[src/rtl/qos_pkg.sv]
// Shared constants and FSM state type for the QoS class arbiter.
package qos_pkg;

  localparam int NUM_CLASSES = 4;
  localparam int ID_W        = 2;

  typedef enum logic {
    IDLE  = 1'b0,
    SERVE = 1'b1
  } state_t;

endpackage

[src/rtl/qos_rr_next.sv]
// Cyclic find-next-set over the class eligibility mask, starting just after i_ptr
// and wrapping around to i_ptr itself as the last candidate.
module qos_rr_next
  import qos_pkg::*;
(
  input  logic [NUM_CLASSES-1:0] i_mask,
  input  logic [ID_W-1:0]        i_ptr,
  output logic [ID_W-1:0]        o_idx,
  output logic                   o_found
);

  logic [ID_W-1:0] w_cand;

  // Walk from the farthest offset down so the nearest set bit wins.
  always_comb begin
    o_idx   = i_ptr;
    o_found = 1'b0;
    w_cand  = i_ptr;
    for (int i = NUM_CLASSES; i >= 1; i--) begin
      w_cand = i_ptr + ID_W'(i);
      if (i_mask[w_cand]) begin
        o_idx   = w_cand;
        o_found = 1'b1;
      end
    end
  end

endmodule

[src/rtl/qos_arbiter.sv]
// Four-class weighted round-robin arbiter draining class FIFOs into one output FIFO.
// Optional build macro QOS_STRICT_PRIO_EN: class 0 is served ahead of WRR whenever eligible.
module qos_arbiter
  import qos_pkg::*;
#(
  parameter int DATA_W   = 8,
  parameter int WEIGHT_W = 4
) (
  input  logic                CLK,
  input  logic                RESET,
  input  logic                CFEMPTY0,
  input  logic                CFEMPTY1,
  input  logic                CFEMPTY2,
  input  logic                CFEMPTY3,
  input  logic [DATA_W-1:0]   CFDATA0,
  input  logic [DATA_W-1:0]   CFDATA1,
  input  logic [DATA_W-1:0]   CFDATA2,
  input  logic [DATA_W-1:0]   CFDATA3,
  input  logic [WEIGHT_W-1:0] WEIGHT0,
  input  logic [WEIGHT_W-1:0] WEIGHT1,
  input  logic [WEIGHT_W-1:0] WEIGHT2,
  input  logic [WEIGHT_W-1:0] WEIGHT3,
  input  logic                OALMOSTFULL,
  output logic                CFPOP0,
  output logic                CFPOP1,
  output logic                CFPOP2,
  output logic                CFPOP3,
  output logic                PUSHDATOSALIDA,
  output logic [DATA_W-1:0]   DATOSALIDA,
  output logic [ID_W-1:0]     IDSALIDA
);

  logic [NUM_CLASSES-1:0] w_empty;
  logic [NUM_CLASSES-1:0] w_elig;
  logic [WEIGHT_W-1:0]    w_weight [NUM_CLASSES];
  logic [DATA_W-1:0]      w_cfdata [NUM_CLASSES];

  state_t                 r_state;
  state_t                 w_state_nxt;
  logic [ID_W-1:0]        r_ptr;
  logic [ID_W-1:0]        w_ptr_nxt;
  logic [WEIGHT_W-1:0]    r_cred;
  logic [WEIGHT_W-1:0]    w_cred_nxt;

  logic                   w_go;
  logic                   w_strict;
  logic                   w_pop;
  logic [ID_W-1:0]        w_gnt_id;
  logic [ID_W-1:0]        w_rr_idx;
  logic                   w_rr_found;

  logic                   r_cap_vld;
  logic [ID_W-1:0]        r_cap_id;
  logic                   r_push;
  logic [DATA_W-1:0]      r_dat;
  logic [ID_W-1:0]        r_id;

  assign w_empty     = {CFEMPTY3, CFEMPTY2, CFEMPTY1, CFEMPTY0};
  assign w_weight[0] = WEIGHT0;
  assign w_weight[1] = WEIGHT1;
  assign w_weight[2] = WEIGHT2;
  assign w_weight[3] = WEIGHT3;
  assign w_cfdata[0] = CFDATA0;
  assign w_cfdata[1] = CFDATA1;
  assign w_cfdata[2] = CFDATA2;
  assign w_cfdata[3] = CFDATA3;

  always_comb begin
    w_elig = '0;
    for (int k = 0; k < NUM_CLASSES; k++) begin
      w_elig[k] = ~w_empty[k] & (w_weight[k] != '0);
    end
  end

  qos_rr_next u_rr_next (
    .i_mask  (w_elig),
    .i_ptr   (r_ptr),
    .o_idx   (w_rr_idx),
    .o_found (w_rr_found)
  );

  always_comb begin
    w_strict = 1'b0;
`ifdef QOS_STRICT_PRIO_EN
    w_strict = w_elig[0];
`endif
  end

  // Pop decision is purely combinational so the FIFO sees the strobe in the grant cycle.
  always_comb begin
    w_state_nxt = r_state;
    w_pop       = 1'b0;
    w_gnt_id    = r_ptr;
    w_ptr_nxt   = r_ptr;
    w_cred_nxt  = r_cred;
    w_go        = (|w_elig) & ~OALMOSTFULL & ~RESET;

    case (r_state)
      IDLE:    if (w_go)  w_state_nxt = SERVE;
      SERVE:   if (!w_go) w_state_nxt = IDLE;
      default: w_state_nxt = IDLE;
    endcase

    if (w_go) begin
      if (w_strict) begin
        w_pop    = 1'b1;
        w_gnt_id = '0;
      end else if (w_elig[r_ptr] && (r_cred < w_weight[r_ptr])) begin
        w_pop      = 1'b1;
        w_gnt_id   = r_ptr;
        w_cred_nxt = r_cred + WEIGHT_W'(1);
      end else if (w_rr_found) begin
        w_pop      = 1'b1;
        w_gnt_id   = w_rr_idx;
        w_ptr_nxt  = w_rr_idx;
        w_cred_nxt = WEIGHT_W'(1);
      end
    end
  end

  assign CFPOP0 = w_pop & (w_gnt_id == 2'd0);
  assign CFPOP1 = w_pop & (w_gnt_id == 2'd1);
  assign CFPOP2 = w_pop & (w_gnt_id == 2'd2);
  assign CFPOP3 = w_pop & (w_gnt_id == 2'd3);

  always_ff @(posedge CLK) begin
    if (RESET) begin
      r_state <= IDLE;
      r_ptr   <= '0;
      r_cred  <= '0;
    end else begin
      r_state <= w_state_nxt;
      r_ptr   <= w_ptr_nxt;
      r_cred  <= w_cred_nxt;
    end
  end

  // Two-stage output pipe: remember the popped class, then capture its FIFO data next cycle.
  always_ff @(posedge CLK) begin
    if (RESET) begin
      r_cap_vld <= 1'b0;
      r_cap_id  <= '0;
      r_push    <= 1'b0;
      r_dat     <= '0;
      r_id      <= '0;
    end else begin
      r_cap_vld <= w_pop;
      if (w_pop) r_cap_id <= w_gnt_id;
      r_push <= r_cap_vld;
      if (r_cap_vld) begin
        r_dat <= w_cfdata[r_cap_id];
        r_id  <= r_cap_id;
      end
    end
  end

  // Masking with RESET drops in-flight words from the very first reset cycle.
  assign PUSHDATOSALIDA = r_push & ~RESET;
  assign DATOSALIDA     = RESET ? '0 : r_dat;
  assign IDSALIDA       = RESET ? '0 : r_id;

endmodule

[config.mk]
export PLATFORM = sky130hd
export DESIGN_NAME = qos_arbiter
export DESIGN_NICKNAME = d
export VERILOG_FILES = /design/src/rtl/qos_pkg.sv /design/src/rtl/qos_rr_next.sv /design/src/rtl/qos_arbiter.sv
export SDC_FILE = /design/constraint.sdc
export NUM_CORES = 1
export LEC_CHECK = 0
export BUFFER_PORTS_ARGS = -buffer_cell sky130_fd_sc_hd__buf_2
export CAP_MARGIN = 20
export CELL_PAD_IN_SITES_DETAIL_PLACEMENT = 1
export CELL_PAD_IN_SITES_GLOBAL_PLACEMENT = 1
export CORE_ASPECT_RATIO = 2
export CORE_MARGIN = 3
export CORE_UTILIZATION = 37
export CTS_CLUSTER_DIAMETER = 150
export DETAILED_ROUTE_END_ITERATION = 7
export PLACE_DENSITY_LB_ADDON = 0.1
export SLEW_MARGIN = 20
export SYNTH_ARGS = -nofsm -noshare
export SYNTH_HDL_FRONTEND = slang
export SYNTH_SLANG_ARGS = --single-unit
[constraint.sdc]
create_clock -name CLK -period 8.9 [get_ports CLK]
set_input_delay 2.225 -clock CLK [delete_from_list [all_inputs] [get_ports CLK]]
set_output_delay 2.225 -clock CLK [all_outputs]
set_load 0.01 [all_outputs]
* Word-level counts from Yosys, hierarchy flattened *
Cells that the tools add are included.

storage, ports and cells
  register bits after elaboration = 20
  word-level logic and storage cells = 80

cells by class
  $add $sub $neg = 4
  magnitude comparators = 7
  eq/ne operators = 3
  mux-type cells = 31
  bitwise operators = 19
  reductions and logical operators = 9

operators by type and width
  operator             number
  $mux 8               3
  $bmux 8 s2           1
  $mux 4               4
  $reduce_bool 4->1    4
  $mux 2               7
  $lt 2x3->1 const B   4
  $and 1x1->1          11
  $mux 1               11
  $bmux 1 s2           4
  $bmux 4 s2           1
  $ge 3x3->1 const B   2
  $not 1->1            6
  $not 2->3            2
  $add 2x2->2 const B  2
  $add 4x1->4 const B  1
  $eq 2x2->1 const B   2
  $lt 4x4->1           1
  $reduce_or 4->1      1
  $add 2x1->2 const B  1
  $eq 2x1->1 const B   1
  $logic_not 2->1      1
  $reduce_and 2->1     1
  $reduce_bool 2->1    1
  $logic_and 1x1->1    1

* Longest topological paths before layout *
Gate-level depths: netlist of the first run.

  depth in word-level cells = 13
  depth in mapped cells = 12
  gate-level depth less buffers = 9

* By module *
A second synthesis of the first run with hierarchy kept.

unflattened totals
  cell total of the unflattened synthesis = 162
  area total of the unflattened synthesis = 1636.6 um^2

by module, submodules not included
  module       instances  cells an instance  area an instance (um^2)  seq. area each (um^2)
  qos_arbiter  1          148                1554.0                   400.4
  qos_rr_next  1          14                 82.6                     0.0

* Least setup slack after synthesis of the first run *
Ideal clock, no wire load.

  path kind = input-to-output
  from = in WEIGHT3[2]
  to = out CFPOP0
  arrival = 4.225 ns
  required time = 6.675 ns
  path slack = 2.450 ns
  stages on the path = 10
  buffers on the path = 1
  cell sequence = mux4_2 -> inv_1 -> ha_1 -> a21o_1 -> a21oi_1 -> o31ai_1 -> or2_1 -> buf_2 -> or3_1 -> a21oi_1

between the ends
  longest elaborated chain between the ends = 13
  elaborated cells between the ends (all ways) = 33

RTL lines
  element                       RTL line                               source
  from (decl)                   qos_arbiter.sv:22                      input logic [WEIGHT_W-1:0] WEIGHT3,
  $reduce_bool 4->1             qos_arbiter.sv:71                      w_elig[k] = ~w_empty[k] & (w_weight[k] != '0);
  $and 1x1->1                   qos_arbiter.sv:71
  $bmux 1 s2                    qos_rr_next.sv:21, qos_arbiter.sv:108
  $mux 1 (implied by the code)  qos_rr_next.sv:21, qos_arbiter.sv:108
  $mux 1 (4 in a row)           qos_rr_next.sv:21                      if (i_mask[w_cand]) begin
  $mux 2 (3 in a row)           -
  $logic_not 2->1               qos_arbiter.sv:121                     assign CFPOP0 = w_pop & (w_gnt_id == 2'd0);
  $and 1x1->1 (*)               qos_arbiter.sv:121
  to (decl)                     qos_arbiter.sv:24                      output logic CFPOP0,

Every way passes the cells marked *; elsewhere a longest branch is shown, timed or not. The select of a mux whose other input is x is not followed.

* Worst setup path in the final report of the first run *
  from = in WEIGHT3[2]
  to = out CFPOP1

between the ends
  longest elaborated chain between the ends = 13
  elaborated cells between the ends (all ways) = 33

RTL lines
  element                       RTL line                               source
  $reduce_bool 4->1             qos_arbiter.sv:71
  $and 1x1->1                   qos_arbiter.sv:71
  $bmux 1 s2                    qos_rr_next.sv:21, qos_arbiter.sv:108
  $mux 1 (implied by the code)  qos_rr_next.sv:21, qos_arbiter.sv:108
  $mux 1 (4 in a row)           qos_rr_next.sv:21
  $mux 2 (3 in a row)           -
  $eq 2x1->1                    qos_arbiter.sv:122                     assign CFPOP1 = w_pop & (w_gnt_id == 2'd1);
  $and 1x1->1 (*)               qos_arbiter.sv:122
  to (decl)                     qos_arbiter.sv:25                      output logic CFPOP1,

Marked as above.

==> qor.yml, run 1 <==
status: "finished clean"
synth.yosys.warnings: 0
worstSetupPathType: "in -> out"
core_area_mm2: 0.00417
antenna_found_initial: 0
min_delay_path_depth: 2
p_sw_mw: 0.0768
synth_cells: 175
seqPwrFrac: 0.441
port_buffers: 69
grt_pass1_vias: 1733
cts.reportedPaths.clkPinSlew_ns: 0.07
power_density_mw_per_mm2: 122
cts_tree: "built"
drive_gt1_frac: 0.410
gp_congestion: 0.778
numCtsBuffers: 3
yosysTopAreaCell: "dfxtp_1"
yosysTopAreaCellShare: 0.245
cp.depth: 11
finalSetupTns_ns: 0
die-height_um: 100
gr-total-overflow: 0
leakage_nw: 0.868
min_period_over_period: 0.765
finClkSkew_ns: 0.00298
start_util: 0.392
via_per_inst: 5.57
grt_pass1_wl_mm: 7.87
peakVddDrop_uv: 56.3
crit_required_ns: 6.68
area_growth_pct: 20.9
post_cts_buffers: 0
worstMarginPinSlew_ns: 0.753
utilization: 0.474
placementRows: 33
synthesis.nets: 234
switching_share: 0.319
r2r_cells: 9
hold_viol: 0
cts-hold-fix-buffers: 0
drtIter0Drc: 21
path_buf_inv: 3
rsz0062_at_grt: "false"
die_w_um: 53.0
io_pins: 70
fin_crit_ns: 6.81
clkSinkCount: 20
ys_seq_area_frac: 0.245
grt_use_total: 0.193
insertion_delay_ns: 0.25
worstPathCellList: "buf_2 > mux4_2 > inv_1 > ha_1 > a21o_1 > a21oi_1 > o31ai_1 > nor2_1 > a211oi_1 > a31o_1 > buf_2"
synth_area_mm2: 0.00163
final_antenna_net_count: 0
postSynthAreaPerCell_um2: 9.34
vias: 1594
ctsResizeCount: 0
cp-start-kind: "primary input"
yosysUniqueCellTypes: 52
n_antenna_cell: 0
yosys-top-cells-area: "dfxtp_1 25%, mux4_2 15%, mux2i_1 8.0%"
p_comb_frac: 0.324
cp_top_family: "compound AO/OA/AOI/OAI gates"
nNetsFinal: 295
h-tree-depth: 1
grt_start_max_net_pins: 29
crit_top_cell: "buf_2"
critPathMaxFanout: 12
worst_path_max_delay_cell: "nor2_1"
end_kind: "output pin"
setup_ws_ns: 2.09
dr.pass1.iters: 4
fillers: 529
hpwl_mm: 4.09
routed_wl_mm: 4.88
dp_worst_setup_slack_ns: 2.09
slew_violations: 0
drc_errors: 0
maxCapViolCount: 0
cpPeakStageDelay_ns: 0.56
wl_per_cell_um: 17.0
die_area_mm2: 0.00530
ys_seq_elements: 20
hold_ws_ns: 0.488
hold_class: "reg -> reg"
relSlewSlack: 0.497
setup_violations: 0
finalPower_mw: 0.241
p_clk_frac: 0.235
cts_root_buf: "clkbuf_8"
fmax_mhz: 147
power.internal_mw: 0.164
cp_data_arrival_time_ns: 4.58
clock_path_buffers: 2
[kinds of logic after synthesis]
family | share of synthesized area
and+or+nand+nor | 0.237
AOI/OAI and AO/OA | 0.168
muxes | 0.231
buffers and inverters | 0.0881
DFF | 0.245
adders and majority gates | 0.0306
[per-layer routing]
| metal | share of wire | global-route usage | up-vias |
|---|---|---|---|
| li1 | - | - | 780 |
| met1 | 0.34 | 0.187 | 763 |
| met2 | 0.60 | 0.401 | 49 |
| met3 | 0.055 | 0.0163 | 2 |
| met4 | 0.0062 | 0.0472 | 0 |
| met5 | 0 | 0 | - |
[final timing paths]
path / startpoint / to / slack [ns]
max: WEIGHT3[2] / CFPOP1 / 2.09
min: r_dat[0] / r_dat[0] / 0.49
max reg2reg: r_ptr[1] / r_cred[3] / 5.63
min reg2reg: r_dat[0] / r_dat[0] / 0.49
[cell usage after synthesis, drive strengths merged]
master	instances
o31ai	1
nand3b	1
buf	4
nor2	22
o211a	1
and2b	1
o32ai	2
nand4	2
ha	4
a221oi	1
o21a	2
mux2i	13
o211ai	1
a22oi	1
nor2b	12
a21boi	1
nor4	5
nand3	11
a32o	1
o41ai	2
or4	3
nand2b	1
a21o	2
or2	3
o21ai	4
nor3	2
o22ai	1
a21oi	6
mux4	11
clkbuf	10
a31o	1
and2	1
dfxtp	20
a211oi	4
inv	7
a31oi	2
nand2	4
or3	2
o311a	1
o311ai	1
a32oi	1
[cells in the final DEF (no fill, tap or decap), types with 2 or more instances in the layout]
master    Yosys  routed
o32ai_1       2       2
inv_1         7       7
mux4_2       11      11
nor2b_1      12      12
a31oi_1       2       2
nor3_1        2       2
nor4_1        4       4
or4_1         2       2
nand4_1       2       2
dfxtp_1      20      20
or2_2         2       2
a211oi_1      3       3
o21ai_0       4       4
a21oi_1       6       6
mux2i_1      13      13
ha_1          4       4
nand3_1      11      11
o21a_1        2       2
nand2_1       4       4
clkbuf_8      6       3
buf_2         1      69
nor2_1       21      21
[registers in the layout, summed over array words and instances (netlist names)]
register / flops
r_dat: 8
r_cred: 4
r_cap_id: 2
r_id: 2
r_ptr: 2
r_cap_vld: 1
r_push: 1
[metrics by stage]
step / std cells / instance area (um2)
2_1_floorplan: 175 / 1630
3_3_place_gp: 283 / 1930
3_5_place_dp: 283 / 1930
4_1_cts: 286 / 1980
5_1_grt: 286 / 1980
6_report: 286 / 1980
[power by group through the flow]
stage                     clock, mW  sequential (mW)  combinational, mW
after floorplan                   0           0.0985             0.0663
after global placement            0            0.108             0.0754
after detailed placement          0            0.109             0.0789
after CTS                    0.0588            0.107             0.0793
after global routing         0.0633            0.108             0.0866
final                        0.0566            0.106             0.0782
[cell type report]
class | instances | area [um2] | share of cell area
clock buffer | 3 | 41.3 | 0.0209
timing repair buffer | 70 | 353 | 0.179
multi-input combinational | 134 | 1090 | 0.552
sequential | 20 | 400 | 0.203
inverter | 7 | 26.3 | 0.0133
tap | 52 | 65.1 | 0.0329
[worst register-to-register path, cell delays in order (launching register included)]
cell	delay, ns
dfxtp_1	0.81
mux4_2	0.61
inv_1	0.08
ha_1	0.23
a21o_1	0.18
a21oi_1	0.14
o31ai_1	0.10
or2_1	0.37
or4_1	0.53
a31oi_1	0.14
(Power assumes the default switching activity.)
==> inputs of run 2 (changes only) <==
--- a/config.mk
+++ b/config.mk
@@ -11,7 +11,7 @@
 export CELL_PAD_IN_SITES_GLOBAL_PLACEMENT = 1
 export CORE_ASPECT_RATIO = 2
 export CORE_MARGIN = 3
-export CORE_UTILIZATION = 37
+export CORE_UTILIZATION = 31
 export CTS_CLUSTER_DIAMETER = 150
 export DETAILED_ROUTE_END_ITERATION = 7
 export PLACE_DENSITY_LB_ADDON = 0.1
==> constraint.sdc (replaced) <==
create_clock -name CLK -period 5.8 [get_ports CLK]
set_input_delay 1.45 -clock CLK [delete_from_list [all_inputs] [get_ports CLK]]
set_output_delay 1.45 -clock CLK [all_outputs]
set_load 0.01 [all_outputs]
==> run 2 against run 1 <==
Net effect:
- design area up 3.4%
- utilization is 6.5 points lower
- non-clock buffer count grew 4
- power is 77% higher
- worst setup slack got worse by 1.5 ns
- combinational power is 65% higher
- global-route usage decreased by 3.4 points
- die area increased by 18%
- hold slack better by 0.0023 ns
- first-iteration DRC count rose by 4.8%
- clock power is 140% higher
- count of clock-buffer cells in the layout stayed put
- largest power group unchanged
==> qor.yml, run 2 (synthesized netlist as in run 1, its figures left out) <==
status: "finished clean"
maxCapViolCount: 0
min_period_over_period: 0.891
dr.pass1.iters: 4
finalSetupTns_ns: 0
die_area_mm2: 0.00623
finClkSkew_ns: 0.00213
final_antenna_net_count: 0
clkSinkCount: 20
whs_endpoint: "r_dat[0]"
reg2reg_from: "r_ptr[1]"
gp_congestion: 0.761
hold_class: "reg -> reg"
via_per_inst: 5.53
hpwl_mm: 4.12
hold_ws_ns: 0.490
relSlewSlack: 0.584
grt_start_max_net_pins: 28
gr-total-overflow: 0
largest_reg_flops: 8
path_buf_inv: 3
vias: 1638
final_common_cell: "buf_2"
cts_tree: "built"
area_growth_pct: 25.0
setup_violations: 0
worst_path_max_delay_cell: "mux4_2"
grt_pass1_vias: 1667
worstSetupPathType: "in -> out"
layout_common_cells: "69 x buf_2, 21 x nor2_1, 20 x dfxtp_1"
cp_top_family: "simple AND/OR/NAND/NOR gates"
worstPathCellList: "buf_2 > mux4_2 > inv_1 > ha_1 > a21o_1 > a21oi_1 > o31ai_1 > or2_1 > or3_1 > a21oi_1 > buf_2"
leakage_nw: 0.902
cts_root_buf: "clkbuf_8"
min_delay_path_depth: 2
core_area_mm2: 0.00500
power_density_mw_per_mm2: 209
r2r_end: "r_cred[3]"
cp_data_arrival_time_ns: 3.72
top_regs: "r_dat: 8 flops, r_cred: 4 flops"
wl_per_cell_um: 16.6
end_kind: "output pin"
insertion_delay_ns: 0.26
rsz0062_at_grt: "false"
drtIter0Drc: 22
n_antenna_cell: 0
grt_pass1_wl_mm: 7.85
cpPeakStageDelay_ns: 0.45
hp-start: "r_dat[0]"
largest-register: "r_dat"
antenna_found_initial: 0
peakVddDrop_uv: 167
regToRegSetupSlack_ns: 2.91
numCtsBuffers: 3
fmax_mhz: 194
io_pins: 70
grt_use_total: 0.159
hold_viol: 0
cts.reportedPaths.clkPinSlew_ns: 0.07
die-height_um: 109
utilization: 0.408
drive_gt1_frac: 0.423
routed_wl_mm: 4.90
port_buffers: 69
placementRows: 36
critPathMaxFanout: 10
crit_required_ns: 4.35
slew_violations: 0
cp-start-kind: "primary input"
die_w_um: 57.3
h-tree-depth: 1
start_util: 0.327
fin_crit_ns: 5.17
cts-hold-fix-buffers: 0
r2r_cells: 9
post_cts_buffers: 0
drc_errors: 0
ctsResizeCount: 0
worstMarginPinSlew_ns: 0.623
clock_path_buffers: 2
nNetsFinal: 299
## run 2: cell count changes in the layout (fill, tap and decap cells not counted)
cell,previous run,this run
bufinv_16,0,1
buf_4,1,5
## run 2: worst reg2reg max path: cells and delay by family, from the launching register on
kind,cells,cell delay [ns]
simple gates,2,0.88
flops,1,0.55
mux,1,0.55
compound gates,4,0.55
fa+ha+maj,1,0.23
buf+inv,1,0.07
## run 2: layout make-up
class / instances / area, um2
tap: 57 / 71.3
inverter: 7 / 26.3
multi-input combinational: 134 / 1090
clock inverter: 1 / 30.0
fill: 616 / 2960
sequential: 20 / 400
timing repair buffer: 74 / 383
clock buffer: 3 / 41.3
## run 2: layer usage
metal	part of all wire	up-vias	wire (um)	GRT usage
li1	-	790	-	-
met1	0.32	790	1590	0.158
met2	0.61	53	2970	0.328
met3	0.056	5	276	0.0142
met4	0.013	0	63	0.0498
met5	0	-	0	0
## run 2: where the power goes
part	internal, mW	switching [mW]
logic	0.0646	0.0647
clock network	0.0921	0.0461
registers	0.145	0.0134
## run 2: worst max path at each step
stage               startpoint  endpoint  slack (ns)  cells after the start
finish              WEIGHT3[2]    CFPOP0        0.63                     11
global route        WEIGHT1[0]    CFPOP1        0.43                     10
CTS                 WEIGHT3[2]    CFPOP0        0.61                     11
detailed placement  WEIGHT3[2]    CFPOP0        0.62                     11
global placement    WEIGHT3[2]    CFPOP0        0.63                     11
floorplan           WEIGHT3[2]    CFPOP0        0.90                     10
## run 2: per-stage QoR
step | setup slack [ns] | power (mW) | area [um2] | instances
after detailed placement | 0.616 | 0.293 | 1970 | 292
after global routing | 0.432 | 0.453 | 2040 | 296
final | 0.634 | 0.426 | 2040 | 296
after floorplan | 0.900 | 0.253 | 1630 | 175
after global placement | 0.630 | 0.292 | 1970 | 292
after CTS | 0.611 | 0.435 | 2040 | 296
